$ cat src/rtl/imem_boot_loader.sv
// imem_boot_loader: streams an instruction image into the CPU instruction RAM
// over a valid/ready handshake, pads unused words with FILL_WORD, then
// releases the CPU reset RELEASE_DLY cycles after the last RAM write.
// A reload pulse in RUN or ERROR restarts the load.
// Optional feature macro: IMEM_BOOT_CHECKSUM_EN. When defined, the in_last
// word is an XOR checksum trailer checked against the program words and is
// not written to RAM.

module imem_boot_loader #(
  parameter int unsigned          WORD_W      = 32,
  parameter int unsigned          DEPTH       = 64,
  parameter int unsigned          ADDR_W      = $clog2(DEPTH),
  parameter logic [WORD_W-1:0]    FILL_WORD   = WORD_W'(32'h0000_0000),
  parameter int unsigned          RELEASE_DLY = 4
) (
  input  logic              CLK,
  input  logic              RESET_N,
  input  logic              in_valid,
  output logic              in_ready,
  input  logic [WORD_W-1:0] in_data,
  input  logic              in_last,
  input  logic              reload,
  output logic              mem_we,
  output logic [ADDR_W-1:0] mem_addr,
  output logic [WORD_W-1:0] mem_wdata,
  output logic              cpu_reset,
  output logic              done,
  output logic              error,
  output logic [ADDR_W:0]   word_count
);

  localparam int unsigned CNT_W = ADDR_W + 1;
  localparam int unsigned DLY_W = $clog2(RELEASE_DLY + 1);

  localparam logic [CNT_W-1:0]  DEPTH_C     = CNT_W'(DEPTH);
  localparam logic [CNT_W-1:0]  LAST_CNT_C  = CNT_W'(DEPTH - 1);
  localparam logic [ADDR_W-1:0] LAST_ADDR_C = ADDR_W'(DEPTH - 1);
  localparam logic [DLY_W-1:0]  DLY_END_C   = DLY_W'(RELEASE_DLY - 1);

  typedef enum logic [1:0] {
    ST_LOAD  = 2'd0,
    ST_FILL  = 2'd1,
    ST_RUN   = 2'd2,
    ST_ERROR = 2'd3
  } state_e;

  state_e              state_q, state_d;

  logic                in_ready_q,   in_ready_d;
  logic                mem_we_q,     mem_we_d;
  logic [ADDR_W-1:0]   mem_addr_q,   mem_addr_d;
  logic [WORD_W-1:0]   mem_wdata_q,  mem_wdata_d;
  logic                cpu_reset_q,  cpu_reset_d;
  logic                done_q,       done_d;
  logic                error_q,      error_d;
  logic [CNT_W-1:0]    word_count_q, word_count_d;
  logic [ADDR_W-1:0]   fill_addr_q,  fill_addr_d;
  logic [DLY_W-1:0]    dly_cnt_q,    dly_cnt_d;
`ifdef IMEM_BOOT_CHECKSUM_EN
  logic [WORD_W-1:0]   csum_q,       csum_d;
`endif

  logic accept_c;
  logic full_c;
  logic wr_prog_c;

  // Handshake and program-word qualification
  assign accept_c = in_valid && in_ready_q && (state_q == ST_LOAD);
  assign full_c   = (word_count_q == DEPTH_C);
`ifdef IMEM_BOOT_CHECKSUM_EN
  assign wr_prog_c = accept_c && !in_last && !full_c;
`else
  assign wr_prog_c = accept_c && !full_c;
`endif

  // State register
  always_ff @(posedge CLK or negedge RESET_N) begin
    if (!RESET_N) begin
      state_q <= ST_LOAD;
    end else begin
      state_q <= state_d;
    end
  end

  // Next-state logic
  always_comb begin
    state_d = state_q;
    unique case (state_q)
      ST_LOAD: begin
        if (accept_c) begin
          if (in_last) begin
`ifdef IMEM_BOOT_CHECKSUM_EN
            // Trailer: checksum decides, then pad or run
            if (csum_q != in_data) begin
              state_d = ST_ERROR;
            end else if (full_c) begin
              state_d = ST_RUN;
            end else begin
              state_d = ST_FILL;
            end
`else
            // Final program word: pad unless it filled the last address
            if (full_c) begin
              state_d = ST_ERROR;
            end else if (word_count_q == LAST_CNT_C) begin
              state_d = ST_RUN;
            end else begin
              state_d = ST_FILL;
            end
`endif
          end else if (full_c) begin
            state_d = ST_ERROR;
          end
        end
      end
      ST_FILL: begin
        if (fill_addr_q == LAST_ADDR_C) begin
          state_d = ST_RUN;
        end
      end
      ST_RUN, ST_ERROR: begin
        if (reload) begin
          state_d = ST_LOAD;
        end
      end
      default: state_d = ST_LOAD;
    endcase
  end

  // Output and datapath next values
  always_comb begin
    mem_we_d     = 1'b0;
    mem_addr_d   = mem_addr_q;
    mem_wdata_d  = mem_wdata_q;
    cpu_reset_d  = cpu_reset_q;
    done_d       = done_q;
    error_d      = error_q;
    word_count_d = word_count_q;
    fill_addr_d  = fill_addr_q;
    dly_cnt_d    = dly_cnt_q;
`ifdef IMEM_BOOT_CHECKSUM_EN
    csum_d       = csum_q;
`endif

    unique case (state_q)
      ST_LOAD: begin
        if (wr_prog_c) begin
          mem_we_d     = 1'b1;
          mem_addr_d   = word_count_q[ADDR_W-1:0];
          mem_wdata_d  = in_data;
          word_count_d = word_count_q + CNT_W'(1);
`ifdef IMEM_BOOT_CHECKSUM_EN
          csum_d       = csum_q ^ in_data;
`endif
        end
        // Padding starts at the first address not holding a program word
        if (state_d == ST_FILL) begin
          fill_addr_d = word_count_d[ADDR_W-1:0];
        end
        if (state_d == ST_ERROR) begin
          error_d     = 1'b1;
          cpu_reset_d = 1'b1;
        end
      end
      ST_FILL: begin
        mem_we_d    = 1'b1;
        mem_addr_d  = fill_addr_q;
        mem_wdata_d = FILL_WORD;
        fill_addr_d = fill_addr_q + ADDR_W'(1);
      end
      ST_RUN, ST_ERROR: begin
        if (reload) begin
          cpu_reset_d  = 1'b1;
          done_d       = 1'b0;
          error_d      = 1'b0;
          word_count_d = '0;
          fill_addr_d  = '0;
          dly_cnt_d    = '0;
`ifdef IMEM_BOOT_CHECKSUM_EN
          csum_d       = '0;
`endif
        end else if ((state_q == ST_RUN) && cpu_reset_q) begin
          // Hold the CPU in reset for RELEASE_DLY cycles after entering RUN
          if (dly_cnt_q == DLY_END_C) begin
            cpu_reset_d = 1'b0;
            done_d      = 1'b1;
          end else begin
            dly_cnt_d = dly_cnt_q + DLY_W'(1);
          end
        end
      end
      default: ;
    endcase

    in_ready_d = (state_d == ST_LOAD);
  end

  // Registered outputs and datapath state
  always_ff @(posedge CLK or negedge RESET_N) begin
    if (!RESET_N) begin
      in_ready_q   <= 1'b0;
      mem_we_q     <= 1'b0;
      mem_addr_q   <= '0;
      mem_wdata_q  <= '0;
      cpu_reset_q  <= 1'b1;
      done_q       <= 1'b0;
      error_q      <= 1'b0;
      word_count_q <= '0;
      fill_addr_q  <= '0;
      dly_cnt_q    <= '0;
`ifdef IMEM_BOOT_CHECKSUM_EN
      csum_q       <= '0;
`endif
    end else begin
      in_ready_q   <= in_ready_d;
      mem_we_q     <= mem_we_d;
      mem_addr_q   <= mem_addr_d;
      mem_wdata_q  <= mem_wdata_d;
      cpu_reset_q  <= cpu_reset_d;
      done_q       <= done_d;
      error_q      <= error_d;
      word_count_q <= word_count_d;
      fill_addr_q  <= fill_addr_d;
      dly_cnt_q    <= dly_cnt_d;
`ifdef IMEM_BOOT_CHECKSUM_EN
      csum_q       <= csum_d;
`endif
    end
  end

  assign in_ready   = in_ready_q;
  assign mem_we     = mem_we_q;
  assign mem_addr   = mem_addr_q;
  assign mem_wdata  = mem_wdata_q;
  assign cpu_reset  = cpu_reset_q;
  assign done       = done_q;
  assign error      = error_q;
  assign word_count = word_count_q;

endmodule

$ cat config.mk
export PLATFORM = sky130hd
export DESIGN_NAME = imem_boot_loader
export DESIGN_NICKNAME = d
export VERILOG_FILES = /design/src/rtl/imem_boot_loader.sv
export SDC_FILE = /design/constraint.sdc
export NUM_CORES = 1
export LEC_CHECK = 0
export ABC_AREA = 1
export CORE_ASPECT_RATIO = 2
export CORE_MARGIN = 2
export CORE_UTILIZATION = 47
export DETAILED_ROUTE_END_ITERATION = 16
export GPL_TIMING_DRIVEN = 1
export PLACE_DENSITY_LB_ADDON = 0.3
export SYNTH_ARGS = -nofsm -noshare
export SYNTH_HDL_FRONTEND = slang
export SYNTH_SLANG_ARGS = --single-unit
export TNS_END_PERCENT = 100
$ cat constraint.sdc
create_clock -name CLK -period 2.3 [get_ports CLK]
set_clock_uncertainty 0.2 [all_clocks]
set_input_delay 0.23 -clock CLK [delete_from_list [all_inputs] [get_ports CLK]]
set_output_delay 0.23 -clock CLK [all_outputs]
set_load 0.02 [all_outputs]
==> metrics.cfg, run 1 <==
[finish]
n_fill_cell = 486
syn_to_final_growth_pct = 41.6
utilization_pct = 68.4
final_cell_mix = 133 x nand2_1, 85 x clkdlybuf4s50_1, 59 x dfrtp_1
final_cells = 514
antenna-diode-count = 0
final_common_cell = nand2_1
final_area_sq_um = 4110
final_nets = 489
drive_gt1_share_pct = 7.76

[die]
rows = 40
die_y_microns = 115
dieArea_sq_um = 6860
initial_core_util_pct = 48.3
ios = 87
die_w_microns = 59.6
coreArea_sq_um = 6010

[routing]
drtPass1Iterations = 4
final_antenna_net_count = 0
drc_errors = 0
routed_wirelength_microns = 7640
viasPerCell = 5.23
vias = 2688
first_iter_violations = 208
avgRoutedWirePerCell_microns = 14.9

[global_routing]
grt_pass1_wl_microns = 12300
met3_usage_pct = 6.19
use_met2_pct = 41.9
grtUsageMet1_pct = 24.9
track_usage_pct = 24.0
grt_remaining_overflow = 0
grt_pass1_vias = 2713
grt_max_degree = 62
grt_busiest_layer = met2
antenna_found_initial = 0

[setup_path]
cp.required_ns = 2.30
critPathKind = flip-flop to flip-flop
crit_arrival_ns = 2.14
path_max_fanout = 8
start_kind = flip-flop
crit_path_start = word_count[1]$_DFFE_PN0P_
r2r_start = word_count[1]$_DFFE_PN0P_
crit_path_end_kind = flip-flop

[timing]
min_period_ns = 2.14
fmax_mhz = 468
slew_viol_final = 0
worst_hold_slack_ns = 0.239
period_share_pct = 92.8
relSlewSlack_pct = 78.0
fin_ws_ns = 0.165
hold_viol = 0
finalSetupViolations = 0
timing.setup.tns_ns = 0
rsz0062_at_grt = false
tightest_slew_ns = 0.330

[cts]
clock_latency_ns = 0.32
cts_root_buffer = clkbuf_16
clock-sinks = 61
cts_setup_buffers = 0
clk_pin_slew_ns = 0.05
htreeDepth = 3
ctsLongestPathBuffers = 2
cts_buffers = 9
cts_tree = yes

[logic_synthesis]
syn_nets = 397
synth.distinct_cells = 31
ys_warn_count = 0
synth_area_sq_um = 2900
synth-seq-cells = 61
synth_area_per_cell_sq_um = 8.17
synthesis.instances = 355
ys_seq_area_share_pct = 52.7

[place]
dp_slack_ns = 0.227
hpwl_microns = 5470
portBuffers = 86
place_congestion = 0.956
place_inst = 498
dpl_cell_area_sq_um = 3820

[power]
switching_share_pct = 38.0
powerDensity_nw_per_um2 = 1200
power.share.clock_pct = 25.4
p_leak_nw = 2.06
total_power_mw = 4.91
net-switching-power_mw = 1.86
seq_power_share_pct = 33.7
combPwrFrac_pct = 40.9
vdd.ir_drop.worst_uv = 791
intPower_mw = 3.05

[run_status]
status = complete, no violations

[min_path]
holdCritPathClass = primary input to async pin

[run]
maxCapViolCount = 0

[final cells by class]
type / instances / area [sq um] / area share [%]
Multi-Input combinational cell: 251 / 1180 / 28.8
Inverter: 31 / 116 / 2.83
Clock inverter: 2 / 35.0 / 0.853
Tap cell: 63 / 78.8 / 1.92
Timing Repair Buffer: 93 / 927 / 22.6
Sequential cell: 61 / 1530 / 37.2
Clock buffer: 13 / 240 / 5.85
[kinds of logic after synthesis]
group,after synthesis,synth area share [%]
AOI/OAI and AO/OA,29,5.95
xor gates and xnor gates,3,0.906
adders and majority gates,5,2.16
buffers and inverters,43,6.60
DFF,61,52.7
and+or+nand+nor,214,31.7
[sequential cells by signal, summed over array words and instances (netlist names)]
signal and cells:
mem_wdata 32, word_count 7, fill_addr_q 6, mem_addr 6, dly_cnt_q 3, state_q 2, cpu_reset 1, done 1
error 1, in_ready 1, mem_we 1
[path summary, 6_finish.rpt]
kind | end | slack (ns) | depth (start not counted)
worst max-delay path | fill_addr_q[5]$_DFFE_PN0P_ | 0.16 | 10
worst min-delay path | fill_addr_q[2]$_DFFE_PN0P_ | 0.24 | 3
worst max register to register | fill_addr_q[5]$_DFFE_PN0P_ | 0.16 | 10
worst min register to register | error$_DFFE_PN0P_ | 0.29 | 2
max in group asynchronous | cpu_reset$_DFFE_PN1P_ | 1.35 | 3
min in group CLK | mem_wdata[17]$_DFFE_PN0P_ | 0.25 | 3
[repair_timing]
item                                   in CTS  in global routing
hold buffers                                1                  0
gates resized for setup                     0                  2
endpoints found under the hold margin      60                  0
setup endpoints to repair                   0                 10
[critical path, stage by stage (launching register included)]
cell and delay, ns:
dfrtp_1 0.46, ha_1 0.26, nand3_1 0.19, nand3b_1 0.20, nand2_1 0.07, nand2_1 0.06, nand2_1 0.09, nor2_4 0.24
inv_2 0.11, nand2_1 0.07, nand2_1 0.06
[synthesized netlist by cell type]
cell	instances	area, sq um
nand2_1	133	499
dfrtp_1	60	1500
nand3_1	46	230
inv_1	27	101
nor2_1	22	82.6
o21ai_0	13	65.1
buf_2	6	30.0
ha_1	5	62.6
a21oi_1	4	20.0
a31oi_1	4	25.0
buf_4	4	30.0
inv_2	4	15.0
nand2_2	3	18.8
nor2_4	3	33.8
xor2_1	3	26.3
nand3_2	2	20.0
o22ai_1	2	12.5
a211oi_1	1	7.51
a32o_1	1	10.0
buf_1	1	3.75
buf_6	1	11.3
dfstp_2	1	26.3
nand2_4	1	11.3
nand3b_1	1	7.51
nand4_1	1	6.26
nor3_1	1	5.00
o211ai_1	1	7.51
o211ai_2	1	12.5
o21ai_1	1	5.00
o21bai_1	1	7.51
or2_2	1	6.26
[routing by layer]
| layer | up-vias | wire, microns |
|---|---|---|
| li1 | 1311 | - |
| met1 | 1267 | 2740 |
| met2 | 85 | 4190 |
| met3 | 25 | 391 |
| met4 | 0 | 312 |
| met5 | - | 0 |
[power by group through the flow]
stage | registers [mW] | logic (mW) | clock network [mW]
after global placement | 1.65 | 1.97 | 0
after global routing | 1.69 | 2.19 | 1.32
after CTS | 1.65 | 2.02 | 1.27
after floorplan | 1.92 | 0.868 | 0
after detailed placement | 1.66 | 2.00 | 0
final | 1.66 | 2.01 | 1.25
Power figures use the tool's default switching activity.
==> inputs of run 2 (changes only) <==
- CAP_MARGIN: default -> 10
- CORE_ASPECT_RATIO: 2 -> 1.1
==> run 2 against run 1 <==
Effect of this change:
- total power shrank 7.4%
- cell area shrank 1.7%
- via count shrank 0.63%
- clock-buffer cell count shrank 1
- critical path type unchanged
- highest routed layer unchanged
==> metrics.cfg, run 2 (same netlist as run 1, synthesis figures left out) <==
[global_routing]
grt_max_degree = 33  ; -47%
grt_remaining_overflow = 0  ; unchanged
grt_pass1_wl_microns = 11900  ; -2.9%
antenna_found_initial = 0  ; unchanged
track_usage_pct = 22.4  ; -1.6 points
grt_pass1_vias = 2612  ; -3.7%

[finish]
utilization_pct = 66.4  ; -2.0 points
largest_reg_flops = 32  ; unchanged
drive_gt1_share_pct = 8.39  ; +0.63 points
antenna-diode-count = 0  ; unchanged
final_common_cell = nand2_1
final_nets = 490  ; +0.20%
final_cell_mix = 133 x nand2_1, 85 x clkdlybuf4s50_1, 60 x dfrtp_1
syn_to_final_growth_pct = 39.2
final_cells = 533  ; +3.7%
n_fill_cell = 526  ; +8.2%

[run_status]
status = complete, no violations

[timing]
rsz0062_at_grt = false
hold_viol = 0  ; unchanged
period_share_pct = 88.4  ; -4.4 points
tightest_slew_ns = 0.421  ; +0.0916 ns
slew_viol_final = 0  ; unchanged
timing.setup.tns_ns = 0  ; unchanged
finalSetupViolations = 0  ; unchanged
relSlewSlack_pct = 71.9  ; -6.1 points
fmax_mhz = 492  ; +5.0%
min_period_ns = 2.03  ; -0.101 ns

[power]
p_leak_nw = 2.02  ; -1.8%
total_power_mw = 4.55  ; -7.4%
vdd.ir_drop.worst_uv = 690  ; -13%
powerDensity_nw_per_um2 = 1130  ; -5.8%

[setup_path]
path_max_fanout = 8  ; unchanged
start_kind = flip-flop
cp.required_ns = 2.32  ; +0.02 ns
critPathKind = flip-flop to flip-flop
crit_path_end_kind = flip-flop
crit_arrival_ns = 2.05  ; -0.09 ns

[routing]
final_antenna_net_count = 0  ; unchanged
routed_wirelength_microns = 7130  ; -6.6%
avgRoutedWirePerCell_microns = 13.4  ; -10%
first_iter_violations = 143  ; -31%
drtPass1Iterations = 4  ; unchanged
viasPerCell = 5.01  ; -4.2%
drc_errors = 0  ; unchanged
vias = 2671  ; -0.63%

[place]
place_congestion = 0.938  ; -1.9%
place_inst = 516  ; +3.6%
hpwl_microns = 5210  ; -4.8%
portBuffers = 86  ; unchanged

[cts]
cts_setup_buffers = 0  ; unchanged
cts_tree = yes
htreeDepth = 3  ; unchanged
clock_latency_ns = 0.33  ; about the same
cts_buffers = 9  ; unchanged
cts_root_buffer = clkbuf_8
clk_pin_slew_ns = 0.07  ; +0.02 ns
ctsLongestPathBuffers = 2  ; unchanged
clock-sinks = 61  ; unchanged

[die]
rows = 30  ; -25%
initial_core_util_pct = 47.7  ; -0.60 points
dieArea_sq_um = 6820  ; -0.55%
ios = 87  ; unchanged
die_w_microns = 78.9  ; +32%
coreArea_sq_um = 6080  ; +1.2%
die_y_microns = 86.4  ; -25%

[run]
maxCapViolCount = 0  ; unchanged

[min_path]
holdCritPathClass = primary input to async pin

run 2: cell count changes in the layout (fill, tap and decap cells not counted), moves of 2 or more:
cell,previous run,this run
clkbuf_8,0,10
clkbuf_16,9,0
buf_4,4,7
clkbuf_1,4,2
run 2: path summary, 6_finish.rpt:
path / slack, ns / to / startpoint / cells past startpoint
max in group asynchronous: 1.21 / cpu_reset$_DFFE_PN1P_ / RESET_N / 3
min in group CLK: 0.24 / mem_wdata[18]$_DFFE_PN0P_ / in_data[18] / 3
min: 0.03 / mem_wdata[29]$_DFFE_PN0P_ / RESET_N / 2
min reg2reg: 0.28 / error$_DFFE_PN0P_ / error$_DFFE_PN0P_ / 2
max: 0.27 / fill_addr_q[0]$_DFFE_PN0P_ / word_count[0]$_DFFE_PN0P_ / 14
max reg2reg: 0.27 / fill_addr_q[0]$_DFFE_PN0P_ / word_count[0]$_DFFE_PN0P_ / 14
run 2: per-stage QoR:
| stage | area [sq um] | hold slack, ns | setup slack [ns] |
|---|---|---|---|
| 2_1_floorplan | 2900 | -0.266 | 0.350 |
| 3_3_place_gp | 3830 | -0.157 | 0.321 |
| 3_5_place_dp | 3830 | -0.155 | 0.258 |
| 4_1_cts | 4040 | 0.0140 | 0.253 |
| 5_1_grt | 4040 | 0.0502 | 0.0528 |
| 6_report | 4040 | 0.0313 | 0.266 |
run 2: routing by layer:
metal | vias to the layer above | wire length, microns | track usage (%)
met5 | - | 0 | 0
met4 | 0 | 96 | 8.31
met3 | 9 | 425 | 4.38
met2 | 96 | 3510 | 38.3
met1 | 1244 | 3100 | 28.4
li1 | 1322 | - | -
run 2: repair_timing:
item | in CTS | in global routing
gates resized for setup | 0 | 0
endpoints found under the hold margin | 60 | 0
hold buffers | 1 | 0
run 2: area by class of cell:
| cell class | count | area [sq um] | area share (%) |
|---|---|---|---|
| clock buffers | 12 | 145 | 3.59 |
| clock inverters | 4 | 47.5 | 1.18 |
| inverters | 31 | 116 | 2.88 |
| multi-input cells | 251 | 1180 | 29.3 |
| flip-flops and latches | 61 | 1530 | 37.8 |
| well taps | 80 | 100 | 2.48 |
| repair buffers | 94 | 918 | 22.7 |
run 2: power breakdown:
part / leakage, nW / internal [mW] / switching [mW]
Sequential: 0.809 / 1.39 / 0.262
Clock: 0.0964 / 0.527 / 0.402
Combinational: 1.12 / 0.816 / 1.15
run 2: critical path: stages (launching register included):
cell     delay, ns
dfrtp_1       0.44
inv_1         0.12
ha_1          0.21
nand2_1       0.05
inv_1         0.05
nand3_2       0.09
nand2_1       0.06
inv_1         0.07
nand2_1       0.05
nand2_1       0.05
nand2_1       0.10
nor2_4        0.23
inv_2         0.10
nand2_1       0.06
nand2_1       0.05
==> inputs of run 3 (changes only) <==
- CORE_MARGIN: 2 -> default
==> run 3 against run 2 <==
Effect of this change:
- global-route usage is 1.9 points higher
- utilization increased by 2.5 points
- first-iteration DRC count grew 36%
- sequential power about the same
- combinational power about the same
- sequential share of layout area fell by 0.11 points
- routed wire length increased by 0.45%
- cell area is 0.28% higher
- die area down 4.8%
- largest cell class unchanged
==> metrics.cfg, run 3 (same netlist as run 1, synthesis figures left out) <==
[power]
p_leak_nw = 2.03  ; +0.25%
total_power_mw = 4.57  ; +0.63%
powerDensity_nw_per_um2 = 1130  ; +0.35%
vdd.ir_drop.worst_uv = 561  ; -19%

[die]
dieArea_sq_um = 6490  ; -4.8%
ios = 87  ; unchanged
die_w_microns = 76.9  ; -2.5%
coreArea_sq_um = 5880  ; -3.3%
die_y_microns = 84.4  ; -2.3%
rows = 29  ; -3.3%
initial_core_util_pct = 49.4  ; +1.6 points

[setup_path]
critPathKind = flip-flop to flip-flop
cp_common_cell = nand2_1
crit_arrival_ns = 2.16  ; +0.11 ns
start_kind = flip-flop
cp.required_ns = 2.38  ; +0.06 ns
path_cells = inv_1, ha_1, nand2_1, inv_1, nand3_2, nand2_4, inv_2, buf_4, nand2_1, nand2_1
slowest_delay_ns = 0.45  ; about the same
crit_path_end_kind = flip-flop
path_max_fanout = 32  ; +24
slowest_stage = dfrtp_1
r2r_setup_slack_ns = 0.22  ; -0.05 ns

[finish]
utilization_pct = 68.9  ; +2.5 points
drive_gt1_share_pct = 8.41  ; +0.019 points
multi_input_area_sq_um = 1180  ; unchanged
seq_area_sq_um = 1530  ; unchanged
largest_reg_flops = 32  ; unchanged
n_fill_cell = 477  ; -9.3%
final_cells = 529  ; -0.75%
antenna-diode-count = 0  ; unchanged
syn_to_final_growth_pct = 39.5
final_cell_mix = 133 x nand2_1, 85 x clkdlybuf4s50_1, 60 x dfrtp_1
final_common_cell = nand2_1
final_nets = 489  ; -0.20%

[global_routing]
grt_pass1_wl_microns = 12400  ; +3.5%
track_usage_pct = 24.3  ; +1.9 points
grt_pass1_vias = 2655  ; +1.6%
grt_max_degree = 62  ; +88%
grt_busiest_layer = met2
grtUsageMet1_pct = 32.1  ; +3.7 points
met3_usage_pct = 5.11  ; +0.73 points
grt_remaining_overflow = 0  ; unchanged
use_met2_pct = 38.5  ; +0.17 points
antenna_found_initial = 0  ; unchanged

[min_path]
holdCritPathClass = primary input to async pin

[routing]
vias = 2713  ; +1.6%
routed_wirelength_microns = 7160  ; +0.45%
drc_errors = 0  ; unchanged
final_antenna_net_count = 0  ; unchanged
drtPass1Iterations = 4  ; unchanged
viasPerCell = 5.13  ; +2.3%
first_iter_violations = 194  ; +36%
avgRoutedWirePerCell_microns = 13.5  ; +1.2%

[timing]
period_share_pct = 90.5  ; +2.1 points
finalSetupViolations = 0  ; unchanged
tightest_slew_ns = 0.339  ; -0.0824 ns
rsz0062_at_grt = false
hold_viol = 0  ; unchanged
slew_viol_final = 0  ; unchanged
min_period_ns = 2.08  ; +0.0482 ns
fmax_mhz = 480  ; -2.3%
timing.setup.tns_ns = 0  ; unchanged
relSlewSlack_pct = 77.4  ; +5.5 points

[cts]
htreeDepth = 3  ; unchanged
cts_tree = yes
post_cts_resized = 0  ; unchanged
clk_pin_slew_ns = 0.07  ; about the same
cts_buffers = 9  ; unchanged
clock_latency_ns = 0.34  ; about the same
cts_setup_buffers = 0  ; unchanged
hold_buffers = 1  ; unchanged
clock-sinks = 61  ; unchanged
ctsLongestPathBuffers = 2  ; unchanged
cts_root_buffer = clkbuf_8

[place]
portBuffers = 86  ; unchanged
place_congestion = 0.872  ; -7.0%
hpwl_microns = 4990  ; -4.2%
place_inst = 512  ; -0.78%

[run]
maxCapViolCount = 0  ; unchanged

[run_status]
status = complete, no violations

## run 3: area by class of cell
class / count / share of cell area, %
multi-input combinational: 251 / 29.2
clock inverter: 4 / 1.17
tap: 77 / 2.38
sequential: 61 / 37.7
clock buffer: 12 / 3.83
inverter: 31 / 2.87
timing repair buffer: 93 / 22.8
## run 3: per-stage QoR
stage | hold slack, ns | cell area [sq um] | setup slack [ns]
3_5_place_dp | 0.0634 | 3840 | 0.292
4_1_cts | 0.215 | 4050 | 0.221
3_3_place_gp | 0.0656 | 3840 | 0.348
2_1_floorplan | -0.266 | 2900 | 0.350
6_report | 0.223 | 4050 | 0.218
5_1_grt | 0.229 | 4050 | 0.0633
## run 3: final timing paths
path | from | end | cells after the start
max | word_count[0]$_DFFE_PN0P_ | mem_wdata[2]$_DFFE_PN0P_ | 10
min | RESET_N | mem_wdata[23]$_DFFE_PN0P_ | 3
max reg2reg | word_count[0]$_DFFE_PN0P_ | mem_wdata[2]$_DFFE_PN0P_ | 10
min reg2reg | mem_wdata[29]$_DFFE_PN0P_ | mem_wdata[29]$_DFFE_PN0P_ | 2
max in group asynchronous | RESET_N | cpu_reset$_DFFE_PN1P_ | 3
min in group CLK | in_data[29] | mem_wdata[29]$_DFFE_PN0P_ | 3
## run 3: where the power goes
group	switching (mW)	internal (mW)
sequential	0.264	1.39
clock	0.414	0.556
combinational	1.14	0.811
## run 3: critical path: cells and delay by family (launching register included)
family                   cells  cell delay [ns]
buffers and inverters        4             0.66
AND/OR/NAND/NOR              5             0.49
flip-flops                   1             0.45
adder cells (fa/ha/maj)      1             0.21
## run 3: layer usage
layer / wire (microns) / vias up
met4: 162 / 0
met5: 0 / -
li1: - / 1322
met1: 3160 / 1263
met2: 3310 / 112
met3: 524 / 16
